==> src/rtl/thistle_pkg.sv <==
// Shared definitions for the thistle machine: default bus widths and the
// program-loader state encoding, used by the loader, the RAM and the CPU
// controller so that all three agree on widths and loader state values.
package thistle_pkg;

  // Default RAM address and data widths for the whole machine.
  localparam int DEF_ADDR_W = 8;
  localparam int DEF_DATA_W = 8;

  // Program-loader states. The values are fixed so that other blocks
  // (for example a debug readout in the CPU controller) can decode them.
  typedef enum logic [2:0] {
    ST_IDLE      = 3'd0,
    ST_WAIT_BYTE = 3'd1,
    ST_SET_MAR   = 3'd2,
    ST_WRITE     = 3'd3,
    ST_FINISH    = 3'd4
  } ld_state_e;

endpackage : thistle_pkg

==> src/rtl/prog_loader.sv <==
// Program loader: copies a stream of host bytes into RAM at base_addr..base_addr+length-1.
// Latency: 3 cycles per byte (wait, set MAR, write); done pulses in the cycle after the last write.
// Backpressure: byte_ready is high only while waiting for a byte; an offered byte is held off otherwise.
module prog_loader
  import thistle_pkg::*;
#(
  parameter int ADDR_W = DEF_ADDR_W,
  parameter int DATA_W = DEF_DATA_W
) (
  input  logic              clk,
  input  logic              rst,
  input  logic              start,
  input  logic [ADDR_W-1:0] base_addr,
  input  logic [ADDR_W-1:0] length,
  input  logic              abort,
  input  logic [DATA_W-1:0] byte_in,
  input  logic              byte_valid,
  output logic              byte_ready,
  output logic              program_mode,
  output logic              pm_mar_wr,
  output logic [ADDR_W-1:0] pm_mar_in,
  output logic              pm_we,
  output logic [DATA_W-1:0] pm_data,
  output logic              busy,
  output logic              done
);

  ld_state_e         state_q;
  logic [ADDR_W-1:0] addr_q;
  logic [ADDR_W-1:0] remaining_q;
  logic [DATA_W-1:0] byte_q;

  // Count still to go once the current write retires. A length of zero
  // means a full address space: 0 - 1 wraps to all-ones, which is nonzero,
  // so the load continues for 2^ADDR_W bytes.
  logic [ADDR_W-1:0] remaining_dec;
  assign remaining_dec = remaining_q - ADDR_W'(1);

  // Loader FSM with address/remaining counters; every output is a register
  // set on the transition into the state that owns it.
  always_ff @(posedge clk) begin
    if (rst) begin
      state_q      <= ST_IDLE;
      addr_q       <= '0;
      remaining_q  <= '0;
      byte_q       <= '0;
      byte_ready   <= 1'b0;
      program_mode <= 1'b0;
      pm_mar_wr    <= 1'b0;
      pm_mar_in    <= '0;
      pm_we        <= 1'b0;
      pm_data      <= '0;
      busy         <= 1'b0;
      done         <= 1'b0;
    end else if (abort && (state_q != ST_IDLE)) begin
      // Abort drops the RAM immediately; a pending write is abandoned and
      // no completion pulse is produced.
      state_q      <= ST_IDLE;
      byte_ready   <= 1'b0;
      program_mode <= 1'b0;
      pm_mar_wr    <= 1'b0;
      pm_we        <= 1'b0;
      busy         <= 1'b0;
      done         <= 1'b0;
    end else begin
      done <= 1'b0;
      case (state_q)
        ST_IDLE: begin
          // An abort coinciding with start cancels the start.
          if (start && !abort) begin
            addr_q       <= base_addr;
            remaining_q  <= length;
            program_mode <= 1'b1;
            busy         <= 1'b1;
            byte_ready   <= 1'b1;
            state_q      <= ST_WAIT_BYTE;
          end
        end
        ST_WAIT_BYTE: begin
          // byte_ready is high throughout this state, so valid alone
          // completes the handshake.
          if (byte_valid) begin
            byte_q     <= byte_in;
            byte_ready <= 1'b0;
            pm_mar_wr  <= 1'b1;
            pm_mar_in  <= addr_q;
            state_q    <= ST_SET_MAR;
          end
        end
        ST_SET_MAR: begin
          pm_mar_wr <= 1'b0;
          pm_we     <= 1'b1;
          pm_data   <= byte_q;
          state_q   <= ST_WRITE;
        end
        ST_WRITE: begin
          pm_we       <= 1'b0;
          addr_q      <= addr_q + ADDR_W'(1);
          remaining_q <= remaining_dec;
          if (remaining_dec != '0) begin
            byte_ready <= 1'b1;
            state_q    <= ST_WAIT_BYTE;
          end else begin
            // RAM is handed back in the same cycle that done is reported.
            done         <= 1'b1;
            program_mode <= 1'b0;
            state_q      <= ST_FINISH;
          end
        end
        ST_FINISH: begin
          busy    <= 1'b0;
          state_q <= ST_IDLE;
        end
        default: begin
          byte_ready   <= 1'b0;
          program_mode <= 1'b0;
          pm_mar_wr    <= 1'b0;
          pm_we        <= 1'b0;
          busy         <= 1'b0;
          state_q      <= ST_IDLE;
        end
      endcase
    end
  end

endmodule : prog_loader

==> config.mk <==
export PLATFORM = sky130hd
export DESIGN_NAME = prog_loader
export DESIGN_NICKNAME = d
export VERILOG_FILES = /design/src/rtl/thistle_pkg.sv /design/src/rtl/prog_loader.sv
export SDC_FILE = /design/constraint.sdc
export NUM_CORES = 1
export LEC_CHECK = 0
export ABC_AREA = 1
export BUFFER_PORTS_ARGS = -buffer_cell sky130_fd_sc_hd__buf_2
export CELL_PAD_IN_SITES_DETAIL_PLACEMENT = 0
export CELL_PAD_IN_SITES_GLOBAL_PLACEMENT = 1
export CORE_UTILIZATION = 39
export DETAILED_ROUTE_END_ITERATION = 8
export PLACE_DENSITY_LB_ADDON = 0.2
export SLEW_MARGIN = 20
export SYNTH_ARGS = -nofsm -noshare
export SYNTH_HDL_FRONTEND = slang
export SYNTH_SLANG_ARGS = --single-unit
==> constraint.sdc <==
create_clock -name clk -period 2 [get_ports clk]
set_clock_uncertainty 0.05 [all_clocks]
set_input_delay 0.3 -clock clk [delete_from_list [all_inputs] [get_ports clk]]
set_output_delay 0.3 -clock clk [all_outputs]
set_load 0.1 [all_outputs]
# ---- Word level (Yosys, flattened, before mapping)
# Cells that the tools add are included.
dict set report totals {
  regBits 49
  inputBits 29
  out_inout_bits 22
  word_cells 69
}
dict set report op_classes {
  add_sub_neg 2
  n_eq_ne 8
  muxes 19
  bitwise 6
  reduce_logical 22
}
# cell n
set ops {}
lappend ops {{one-hot mux 8 bit (2 select lines)} 2}
lappend ops {{two-way mux 8 bit} 2}
lappend ops {{OR reduction 3 bit} 5}
lappend ops {{one-hot mux 3 bit (4 select lines)} 1}
lappend ops {{two-way mux 3 bit} 3}
lappend ops {{AND reduction 3 bit} 3}
lappend ops {{adder 8 x 1 -> 8 bit (second input constant)} 1}
lappend ops {{!= test 2 bit (second input constant)} 4}
lappend ops {{AND reduction 2 bit} 4}
lappend ops {{nonzero test 8 bit} 1}
lappend ops {{subtractor 8 x 1 -> 8 bit (second input constant)} 1}
lappend ops {{equality test 3 x 2 -> 1 bit (second input constant)} 2}
lappend ops {{two-way mux 1 bit} 6}
lappend ops {{NOT 1 bit} 6}
lappend ops {{one-hot mux 1 bit (2 select lines)} 3}
lappend ops {{one-hot mux 1 bit (4 select lines)} 1}
lappend ops {{AND reduction 4 bit} 1}
lappend ops {{OR reduction 2 bit} 2}
lappend ops {{equality test 3 x 1 -> 1 bit (second input constant)} 1}
lappend ops {{equality test 3 bit (second input constant)} 1}
lappend ops {{zero test 3 bit} 1}
lappend ops {{one-hot mux 1 bit (3 select lines)} 1}
lappend ops {{nonzero test 3 bit} 1}
lappend ops {{logical AND 1 bit} 2}
lappend ops {{2 further kinds} 2}

# ---- Longest topological paths before layout
# Gate-level depths: netlist (run 1).
dict set report logic_depth {
  depth_word 4
  ltp_mapped 13
  depth_no_buf 13
}

# ---- Worst setup path before layout (run 1)
# OpenSTA, ideal clock, no wires.
dict set report synth_timing {
  path_kind {register -> register}
  start {reg remaining_q[0]}
  end {reg program_mode}
  t_arrival_ns 1.373
  required_time_ns 1.827
  setup_slack_ns 0.454
  stages_incl_launch_ff 14
  n_path_buf 0
  period_less_slack_ns 1.546
  cell_sequence {dfxtp_1 -> inv_1 -> ha_1 -> nand2_1 -> nor2_1 -> nand2_1 -> nand2_1 -> nand2_1 -> nor2_1 -> nand2_1 -> nand2_1 -> nand2_1 -> nand2_1 -> a21oi_1}
}
dict set report synth_between {
  elab_chain_cells 4
}
# element line_no
set synth_lines {}
lappend synth_lines {{start, declared} prog_loader.sv:30} ;# logic [ADDR_W-1:0] remaining_q;
lappend synth_lines {{start signal, assigned} prog_loader.sv:72} ;# remaining_q <= length;
lappend synth_lines {{start signal, assigned} prog_loader.sv:99} ;# remaining_q <= remaining_dec;
lappend synth_lines {{subtractor 8 x 1 -> 8 bit} prog_loader.sv:37} ;# assign remaining_dec = remaining_q - ADDR_W'(1);
lappend synth_lines {{nonzero test 8 bit} prog_loader.sv:100} ;# if (remaining_dec != '0) begin
lappend synth_lines {{!= test 2 bit (no line)} -}
lappend synth_lines {{AND reduction 3 bit (no line)} -}
lappend synth_lines {{end signal, assigned} prog_loader.sv:48} ;# program_mode <= 1'b0;
lappend synth_lines {{end signal, assigned} prog_loader.sv:106} ;# program_mode <= 1'b0;
lappend synth_lines {{end signal, assigned} prog_loader.sv:116} ;# program_mode <= 1'b0;
lappend synth_lines {{end, declared} prog_loader.sv:19} ;# output logic program_mode,
# No other way between the ends.
# A chain may end at the register's enable or synchronous reset.

# ---- Worst setup path after layout (run 1)
dict set report layout_timing {
  start {reg state_q[0]}
  end {reg remaining_q[5]}
}
dict set report layout_between {
  elab_chain_cells 4
  word_cells_on_any_way 9
}
# element line_no
set layout_lines {}
lappend layout_lines {{start, declared} prog_loader.sv:28} ;# ld_state_e state_q;
lappend layout_lines {{start signal, assigned} prog_loader.sv:43} ;# state_q <= ST_IDLE;
lappend layout_lines {{start signal, assigned} prog_loader.sv:58} ;# state_q <= ST_IDLE;
lappend layout_lines {{start signal, assigned} prog_loader.sv:76} ;# state_q <= ST_WAIT_BYTE;
lappend layout_lines {{branches (longest 4 deep; another with equality test 3 x 2 -> 1 bit)} -}
# Several ways; the timed one is not identified.

==> results of run 1 <==
synth_stat cells (3+ instances only):
master | count | area share
a21oi_1 | 32 | 0.067
a31oi_1 | 3 | 0.0079
buf_2 | 4 | 0.0084
clkbuf_1 | 5 | 0.0079
dfxtp_1 | 49 | 0.41
ha_1 | 3 | 0.016
inv_1 | 21 | 0.033
inv_2 | 4 | 0.0063
nand2_1 | 60 | 0.095
nand2_4 | 3 | 0.014
nand3_1 | 17 | 0.036
nor2_1 | 41 | 0.065
nor2_2 | 11 | 0.029
nor3_1 | 5 | 0.011
o21ai_0 | 28 | 0.059
o21ai_1 | 3 | 0.0063
xor2_1 | 3 | 0.011
through the flow:
stage	worst slack, ps	instances
finish	186.0	441
global route	54.74	441
CTS	222.0	441
detailed placement	247.2	433
global placement	330.4	433
floorplan	454.2	319
placed cells by master (no fill, tap or decap), types with 4 or more instances in the layout:
cell type and instances:
buf_2 50, clkbuf_8 5, nor3_1 5, inv_1 21, nor2_1 41, inv_2 4, nor2_2 11, o21ai_0 28
nand2_1 60, a21oi_1 32, nand3_1 17, dfxtp_1 49
final timing paths:
kind                         end  slack [ps]
setup / recovery  remaining_q[5]         190
hold / removal         byte_q[3]         170
setup reg to reg  remaining_q[5]         190
hold reg to reg       pm_data[2]         410
layer usage:
layer	up-vias	track usage	wire length, um
li1	1139	-	-
met1	1015	0.2484	2882
met2	46	0.2726	2375
met3	5	0.03977	267
met4	0	0.06607	46
met5	-	0	0
where the power goes:
group	internal [mW]	switching [mW]
Combinational	0.237	0.621
Sequential	1.09	0.0943
Clock	0.243	0.334
area by class of cell:
class | instances | area share
multi-input cells | 229 | 0.4338
flip-flops and latches | 49 | 0.3603
repair buffers | 53 | 0.1002
inverters | 27 | 0.04090
well taps | 75 | 0.03447
clock buffers | 6 | 0.02665
clock inverters | 2 | 0.003676
worst max-delay path, cell delays in order, from the launching register on:
cell and delay (ps):
dfxtp_1 500, nand3_4 250, nand2_2 170, nand3_4 200, inv_6 210, o21ai_1 100, o22ai_1 130, nand2_1 70
inv_1 70
state kept, by name (all words and copies together), names as in the netlist, 3 cells and up:
signal / cells
pm_data: 8
state_q: 3
byte_q: 8
addr_q: 8
remaining_q: 8
pm_mar_in: 8
cells by family (layout without fill, tap and decap cells):
kind of cell / count (synthesis) / after routing / synth area share
simple gates: 146 / 146 / 0.2883
compound gates: 77 / 77 / 0.1815
flops: 49 / 49 / 0.4124
buf+inv: 41 / 88 / 0.09101
fa+ha+maj: 3 / 3 / 0.01578
xor+xnor: 3 / 3 / 0.01105
==> flow_metrics.tcl, run 1 <==
set metrics [dict create \
    postSynthAreaPerCell_um2 7.456 \
    grt_pass1_wl_um 8997 \
    r2r-start "state_q[0]" \
    synth_edf_count 0 \
    drt-total-wl_um 5572 \
    drt-initial-drc-count 64 \
    synth_ff_type "dfxtp_1" \
    io_pins 51 \
    fin_crit_ps 1814 \
    coreArea_um2 5886 \
    htree_num_levels 2 \
    yosys.cell_types.count 34 \
    drv_cap 0 \
    power_density_nw_per_um2 961.3 \
    path_max_fanout 19 \
    multiInputGateArea_um2 1181 \
    async_flop_share 0 \
    root_buffer "clkbuf_8" \
    fill_cells 642 \
    grt_max_degree 26 \
    postCtsHoldBufs 0 \
    cts_buffers 5 \
    floorplan.die_area_um2 6415 \
    rsz0062_at_grt "false" \
    placedInstanceArea_um2 2640 \
    seqCellArea_um2 980.9 \
    gp_congestion 0.8123 \
    crit_arrival_ps 2010 \
    antenna_cells 0 \
    maxSlewViolCount 0 \
    clk_pin_slew_worst_paths_ps 100 \
    cts_resized 0 \
    die_width_um 80.10 \
    finalSetupTns_ps 0 \
    hold_slack_ps 173.2 \
    min_from "byte_in[3]" \
    worstSetupStartpointType "flip-flop" \
    dp_hpwl_um 3874 \
    num_rows 28 \
    rr_worst_depth 8 \
    synthCells 319 \
    detail_route.wl_per_cell_um 12.63 \
    routed-via-count 2205 \
    seq_area_frac_synth 0.4124 \
    fin_nets 397 \
    drtAntennaViolNets 0 \
    vias_per_cell 5.000 \
    setup_viol 0 \
    leakage_nw 1.215 \
    postLayoutCellArea_um2 2723 \
    ys_warn_count 0 \
    period_share 0.9070 \
    crit_required_ps 2190 \
    worstHoldPathType "primary input to flip-flop" \
    syn-cell-area_um2 2379 \
    worstSetupStartpoint "state_q[0]" \
    final_core_utilization 0.4626 \
    status "completed" \
    clkLatencyLatePin_ps 300 \
    relSlewSlack 0.5220 \
    track_usage 0.1799 \
    gr-total-overflow 0 \
    io_buffer_count 50 \
    cts_tree "done" \
    start_util 0.4041 \
    worstHoldPathCells 3 \
    synth_nets 351 \
    cts_sinks 49 \
    crit_type "flip-flop to flip-flop" \
    cts_setup_buffers 0 \
    fmax_mhz 551.3 \
    first_pass_iters 4 \
    ir_drop_uv 503.7 \
    cts.path.max_buffers 2 \
    p_total_mw 2.617 \
    finalHoldViolations 0 \
    grt_pass1_vias 1942 \
    drc_errors 0 \
    endpoint_kind "flip-flop" \
    ys_seq_elements 49 \
    synthToLayoutAreaGrowth_pct 14.47 \
    antenna_found_initial 0 \
    tightest_slew_ps 716.2 \
    dieHeight_um 80.10 \
    drive_above_1_share 0.2514 \
]
Note: power is estimated with default switching activity, not from simulation.
==> run 2, diff against run 1 <==
- ABC_AREA: 1 -> 0
- CORE_ASPECT_RATIO: default -> 0.7
==> run 2 against run 1 <==
Effect of this change: the flow now finishes with violations (setup timing); die area down 3.5%; power shrank 21%; critical path depth decreased by 2; hold slack got worse by 14 ps; register-to-register slack worse by 190 ps; design area rose by 3.2%; largest cell class unchanged; highest routed layer unchanged.
==> flow_metrics.tcl, run 2 <==
set metrics [dict create \
    status "finished, violations left" \
    violations "setup timing" \
    detail_route.wl_per_cell_um 13.55 \
    synthTopCellsByArea "dfxtp_1, mux2i_1, a21oi_1" \
    io_pins 51 \
    drtAntennaViolNets 0 \
    endpoint_kind "flip-flop" \
    crit_arrival_ps 2210 \
    synth_nets 306 \
    cts.path.max_buffers 2 \
    synthXorXnorAreaFrac 0.007642 \
    ys_warn_count 0 \
    layout_common_cells "buf_2, dfxtp_1, nand2_1, nor2_1, a21oi_1" \
    antenna_cells 0 \
    async_flop_share 0 \
    tightest_slew_ps 507.2 \
    synthCells 274 \
    postSynthAreaPerCell_um2 8.366 \
    yosys.cell_types.count 45 \
    crit_required_ps 2210 \
    postCtsHoldBufs 0 \
    period_share 1.001 \
    synth-compound-area-share 0.1992 \
    coreArea_um2 5450 \
    worstHoldPathType "primary input to flip-flop" \
    fin_nets 363 \
    ys_seq_elements 49 \
    regToRegSetupSlack_ps -2 \
    fmax_mhz 499.6 \
    seqCellArea_um2 983.4 \
    synth_common_cells "dfxtp_1, nand2_1, nor2_1, a21oi_1, o21ai_0" \
    syn-cell-area_um2 2292 \
    synth_ff_type "dfxtp_1" \
    gr-total-overflow 0 \
    grt_pass1_wl_um 8880 \
    muxShareOfSynthArea 0.06987 \
    drive_above_1_share 0.2590 \
    dp_cells 393 \
    io_buffer_count 50 \
    worstSetupStartpointType "flip-flop" \
    synth_top_family_by_area "simple AND/OR/NAND/NOR gates" \
    relSlewSlack 0.6593 \
    synth_fa_ha_area_frac 0.01638 \
    track_usage 0.1856 \
    start_util 0.4206 \
    cts_sinks 49 \
    crit_type "flip-flop to flip-flop" \
    clkLatencyLatePin_ps 310 \
    first_pass_iters 4 \
    fill_cells 557 \
    cts_tree "done" \
    path_max_fanout 5 \
    power_density_nw_per_um2 731.5 \
    dieHeight_um 66.14 \
    grt_max_degree 39 \
    final_common_cell "buf_2" \
    die_width_um 93.63 \
    gp_congestion 0.7407 \
    clk_pin_slew_worst_paths_ps 100 \
    synth_area_leader_cell "dfxtp_1" \
    drc_errors 0 \
    drv_cap 0 \
    floorplan.die_area_um2 6193 \
    yosysMostFrequentCell "dfxtp_1" \
    synth-simple-area-share 0.2424 \
    vias_per_cell 5.205 \
    num_rows 22 \
    p_total_mw 2.055 \
    synth_top_area_share 0.4279 \
    htree_num_levels 2 \
    setup_slack_ps -1.559 \
    antenna_found_initial 0 \
    finalHoldViolations 0 \
    rsz0062_at_grt "true" \
    grt_pass1_vias 1899 \
    setup_viol 1 \
    root_buffer "clkbuf_8" \
    routed-via-count 2103 \
    seq_area_frac_synth 0.4279 \
    ir_drop_uv 390.0 \
    cts_buffers 5 \
    drt-total-wl_um 5475 \
    drt-initial-drc-count 97 \
    fin_crit_ps 2002 \
    dp_hpwl_um 3711 \
    leakage_nw 1.237 \
    maxSlewViolCount 0 \
    synth_edf_count 0 \
    synthToLayoutAreaGrowth_pct 22.54 \
    multiInputGateArea_um2 1251 \
    final_core_utilization 0.5154 \
    fin_cells 404 \
]
## run 2: timing repair
item / 4_1_cts / 5_1_grt
pin swaps: 1 / 5
setup endpoints to repair: 3 / 5
buffers inserted: 0 / 3
resized for setup: 0 / 8
## run 2: final cells by class
class,instances,area share
Sequential cell,49,0.3501
Multi-Input combinational cell,204,0.4454
Clock buffer,5,0.02450
Timing Repair Buffer,67,0.1345
Tap cell,72,0.03207
Inverter,4,0.005345
Clock inverter,3,0.008018
## run 2: report_power, final
part | total (mW) | switching, mW | internal, mW
combinational | 0.386 | 0.243 | 0.143
sequential | 1.06 | 0.0456 | 1.02
clock | 0.607 | 0.361 | 0.246
## run 2: logic make-up after synthesis
logic type	Yosys count
and+or+nand+nor	110
AOI/OAI and AO/OA	73
DFF	49
buffers and inverters	21
muxes	16
adders and majority gates	3
xor gates and xnor gates	2
## run 2: worst paths after layout
path	startpoint	end	depth (start not counted)
max	remaining_q[0]	state_q[2]	6
min	byte_in[3]	byte_q[3]	3
max reg2reg	remaining_q[0]	state_q[2]	6
min reg2reg	pm_data[6]	pm_data[6]	2
## run 2: worst max-delay path: stages (launching register included)
cell,delay [ps]
dfxtp_2,350
inv_2,80
ha_4,130
or4b_4,480
o21a_4,240
nor4_4,400
and3_1,220
## run 2: per-stage QoR
stage          setup TNS [ps]  hold WS [ps]  worst slack (ps)  cell area [um^2]
4_1_cts                     0         151.3             42.97              2760
5_1_grt                -182.2         174.6            -54.46              2809
3_5_place_dp                0         394.8             4.692              2669
6_report               -1.559         159.3            -1.559              2809
2_1_floorplan               0         381.6             62.82              2292
3_3_place_gp                0         391.7             44.75              2669
## run 2: routing by layer
layer	vias up	wire [um]	track usage
li1	1083	-	-
met1	966	2757	0.2460
met2	46	2365	0.2904
met3	8	258	0.04138
met4	0	93	0.08077
met5	-	0	0
==> run 3, diff against run 2 <==
- ABC_CLOCK_PERIOD_IN_PS: default -> 2000
- CELL_PAD_IN_SITES_DETAIL_PLACEMENT: 0 -> default
- CELL_PAD_IN_SITES_GLOBAL_PLACEMENT: 1 -> default
- CORE_UTILIZATION: 39 -> 45
==> run 3 against run 2 <==
Effect of this change: critical path depth unchanged; via count hardly changed; highest routed layer unchanged; largest cell class unchanged; die area down 13%; wire length decreased by 5.3%; clock power increased by 6.1%; power grew 1.7%; flip-flop and latch count unchanged; the flow now finishes without violations; largest power group unchanged; hold slack worse by 0.92 ps; setup slack improved by 35 ps; first-iteration DRC count shrank 19%; critical endpoint unchanged; count of clock-buffer cells in the layout stayed put; utilization rose by 6.9 points.
==> flow_metrics.tcl, run 3 (synthesized netlist as in run 2, its figures left out) <==
set metrics [dict create \
    worstSetupStartpointType "flip-flop" \
    worstHoldPathType "primary input to flip-flop" \
    htree_num_levels 2 \
    crit_type "flip-flop to flip-flop" \
    drtAntennaViolNets 0 \
    num_rows 21 \
    coreArea_um2 4835 \
    path_cells "inv_2, ha_4, or4b_4, o21a_4, nor4_4, and3_1" \
    crit_arrival_ps 2170 \
    drc_errors 0 \
    met2WireLength_um 2200 \
    antenna_cells 0 \
    fill_cells 490 \
    routed-via-count 2105 \
    dieHeight_um 61.72 \
    crit_buf_inv 1 \
    fin_crit_ps 1967 \
    period_share 0.9835 \
    grt_max_degree 39 \
    clk_pin_slew_worst_paths_ps 110 \
    rr_worst_depth 6 \
    cts.path.max_buffers 2 \
    finalSetupTns_ps 0 \
    first_pass_iters 4 \
    track_usage 0.1982 \
    rsz0062_at_grt "true" \
    setup_slack_ps 33.01 \
    fin_cells 402 \
    drive_above_1_share 0.2613 \
    status "completed" \
    fin_nets 364 \
    crit_cells 6 \
    cts_sinks 49 \
    path_delay_family "simple AND/OR/NAND/NOR gates" \
    hold_end "byte_q[2]" \
    dp_hpwl_um 3587 \
    drt-initial-drc-count 79 \
    floorplan.die_area_um2 5388 \
    wl_met1_um 2711 \
    cp_slowest_cell "or4b_4" \
    die_width_um 87.31 \
    tightest_slew_ps 488.3 \
    io_pins 51 \
    clkLatencyLatePin_ps 310 \
    io_buffer_count 50 \
    layout_common_cells "buf_2, dfxtp_1, nand2_1, nor2_1, a21oi_1" \
    grt_pass1_wl_um 8176 \
    relSlewSlack 0.6745 \
    top_layer_used "met4" \
    power_density_nw_per_um2 739.8 \
    root_buffer "clkbuf_8" \
    postCtsHoldBufs 0 \
    finalHoldViolations 0 \
    antenna_found_initial 0 \
    vias_per_cell 5.236 \
    drt-total-wl_um 5184 \
    endpoint_kind "flip-flop" \
    final_common_cell "buf_2" \
    r2r-start "remaining_q[1]" \
    start_util 0.4741 \
    crit_required_ps 2210 \
    min_from "byte_in[2]" \
    cts_buffers 5 \
    setup_viol 0 \
    path_max_fanout 5 \
    drv_cap 0 \
    grt_pass1_vias 1760 \
    cts_tree "done" \
    place_ws_ps 27.36 \
    fmax_mhz 508.4 \
    regToRegSetupSlack_ps 30 \
    leakage_nw 1.257 \
    worstHoldPathCells 3 \
    worstReg2RegEnd "state_q[2]" \
    gp_congestion 0.7969 \
    ir_drop_uv 361.8 \
    met3WireLength_um 229 \
    slowest_delay_ps 480 \
    synthToLayoutAreaGrowth_pct 23.20 \
    maxSlewViolCount 0 \
    gr-total-overflow 0 \
    detail_route.wl_per_cell_um 12.90 \
    dp_cells 391 \
]
==> run 3: cell types whose count changed in the layout (fill, tap and decap cells not counted), sizes merged <==
cell,before,now
buf,67,68
clkinv,0,1
clkinvlp,3,0
inv,4,6
==> run 3: how the worst max path moves through the flow <==
stage | startpoint | to | slack, ps
6_report | remaining_q[1] | state_q[2] | 30
5_1_grt | remaining_q[1] | done | -50
4_1_cts | remaining_q[0] | done | 50
3_5_place_dp | remaining_q[0] | state_q[0] | 30
3_3_place_gp | remaining_q[0] | state_q[0] | 40
2_1_floorplan | remaining_q[0] | state_q[0] | 60
==> run 3: cell type report <==
type | count | area (um^2) | share of cell area
Tap cell | 69 | 86.33 | 0.03057
Clock buffer | 5 | 68.82 | 0.02437
Multi-Input combinational cell | 204 | 1251 | 0.4431
Sequential cell | 49 | 985.9 | 0.3491
Timing Repair Buffer | 68 | 385.4 | 0.1365
Inverter | 4 | 17.52 | 0.006203
Clock inverter | 3 | 28.78 | 0.01019
==> run 3: what timing repair did <==
| item | CTS | global route |
|---|---|---|
| setup endpoints to repair | 3 | 5 |
| setup buffers | 0 | 3 |
| resized for setup | 0 | 10 |
| pin swaps | 1 | 5 |
==> run 3: per-layer routing <==
metal	vias to the layer above	GRT usage
met5	-	0
met4	0	0.07026
met3	5	0.04095
met2	42	0.3013
met1	965	0.2826
li1	1093	-
==> run 3: where the power goes <==
group          total (mW)  internal [mW]  leakage (nW)  switching [mW]
clock               0.644          0.262        0.0506           0.381
combinational       0.386          0.144         0.807           0.242
sequential           1.06           1.02         0.399          0.0433
==> run 3: worst reg2reg max path, delay by kind of cell (launching register included) <==
family	cells	cell delay [ps]
and+or+nand+nor	3	1070
DFF	1	340
AOI/OAI and AO/OA	1	240
adders and majority gates	1	130
buffers and inverters	1	80
==> run 3: through the flow <==
stage	util	power [mW]	area [um^2]	hold slack, ps
floorplan	-	1.341	2292	381.6
global placement	0.5528	1.439	2673	389.4
detailed placement	0.5528	1.445	2673	392.0
CTS	0.5730	2.076	2770	158.3
global route	0.5841	2.176	2824	166.1
finish	0.5841	2.089	2824	158.4
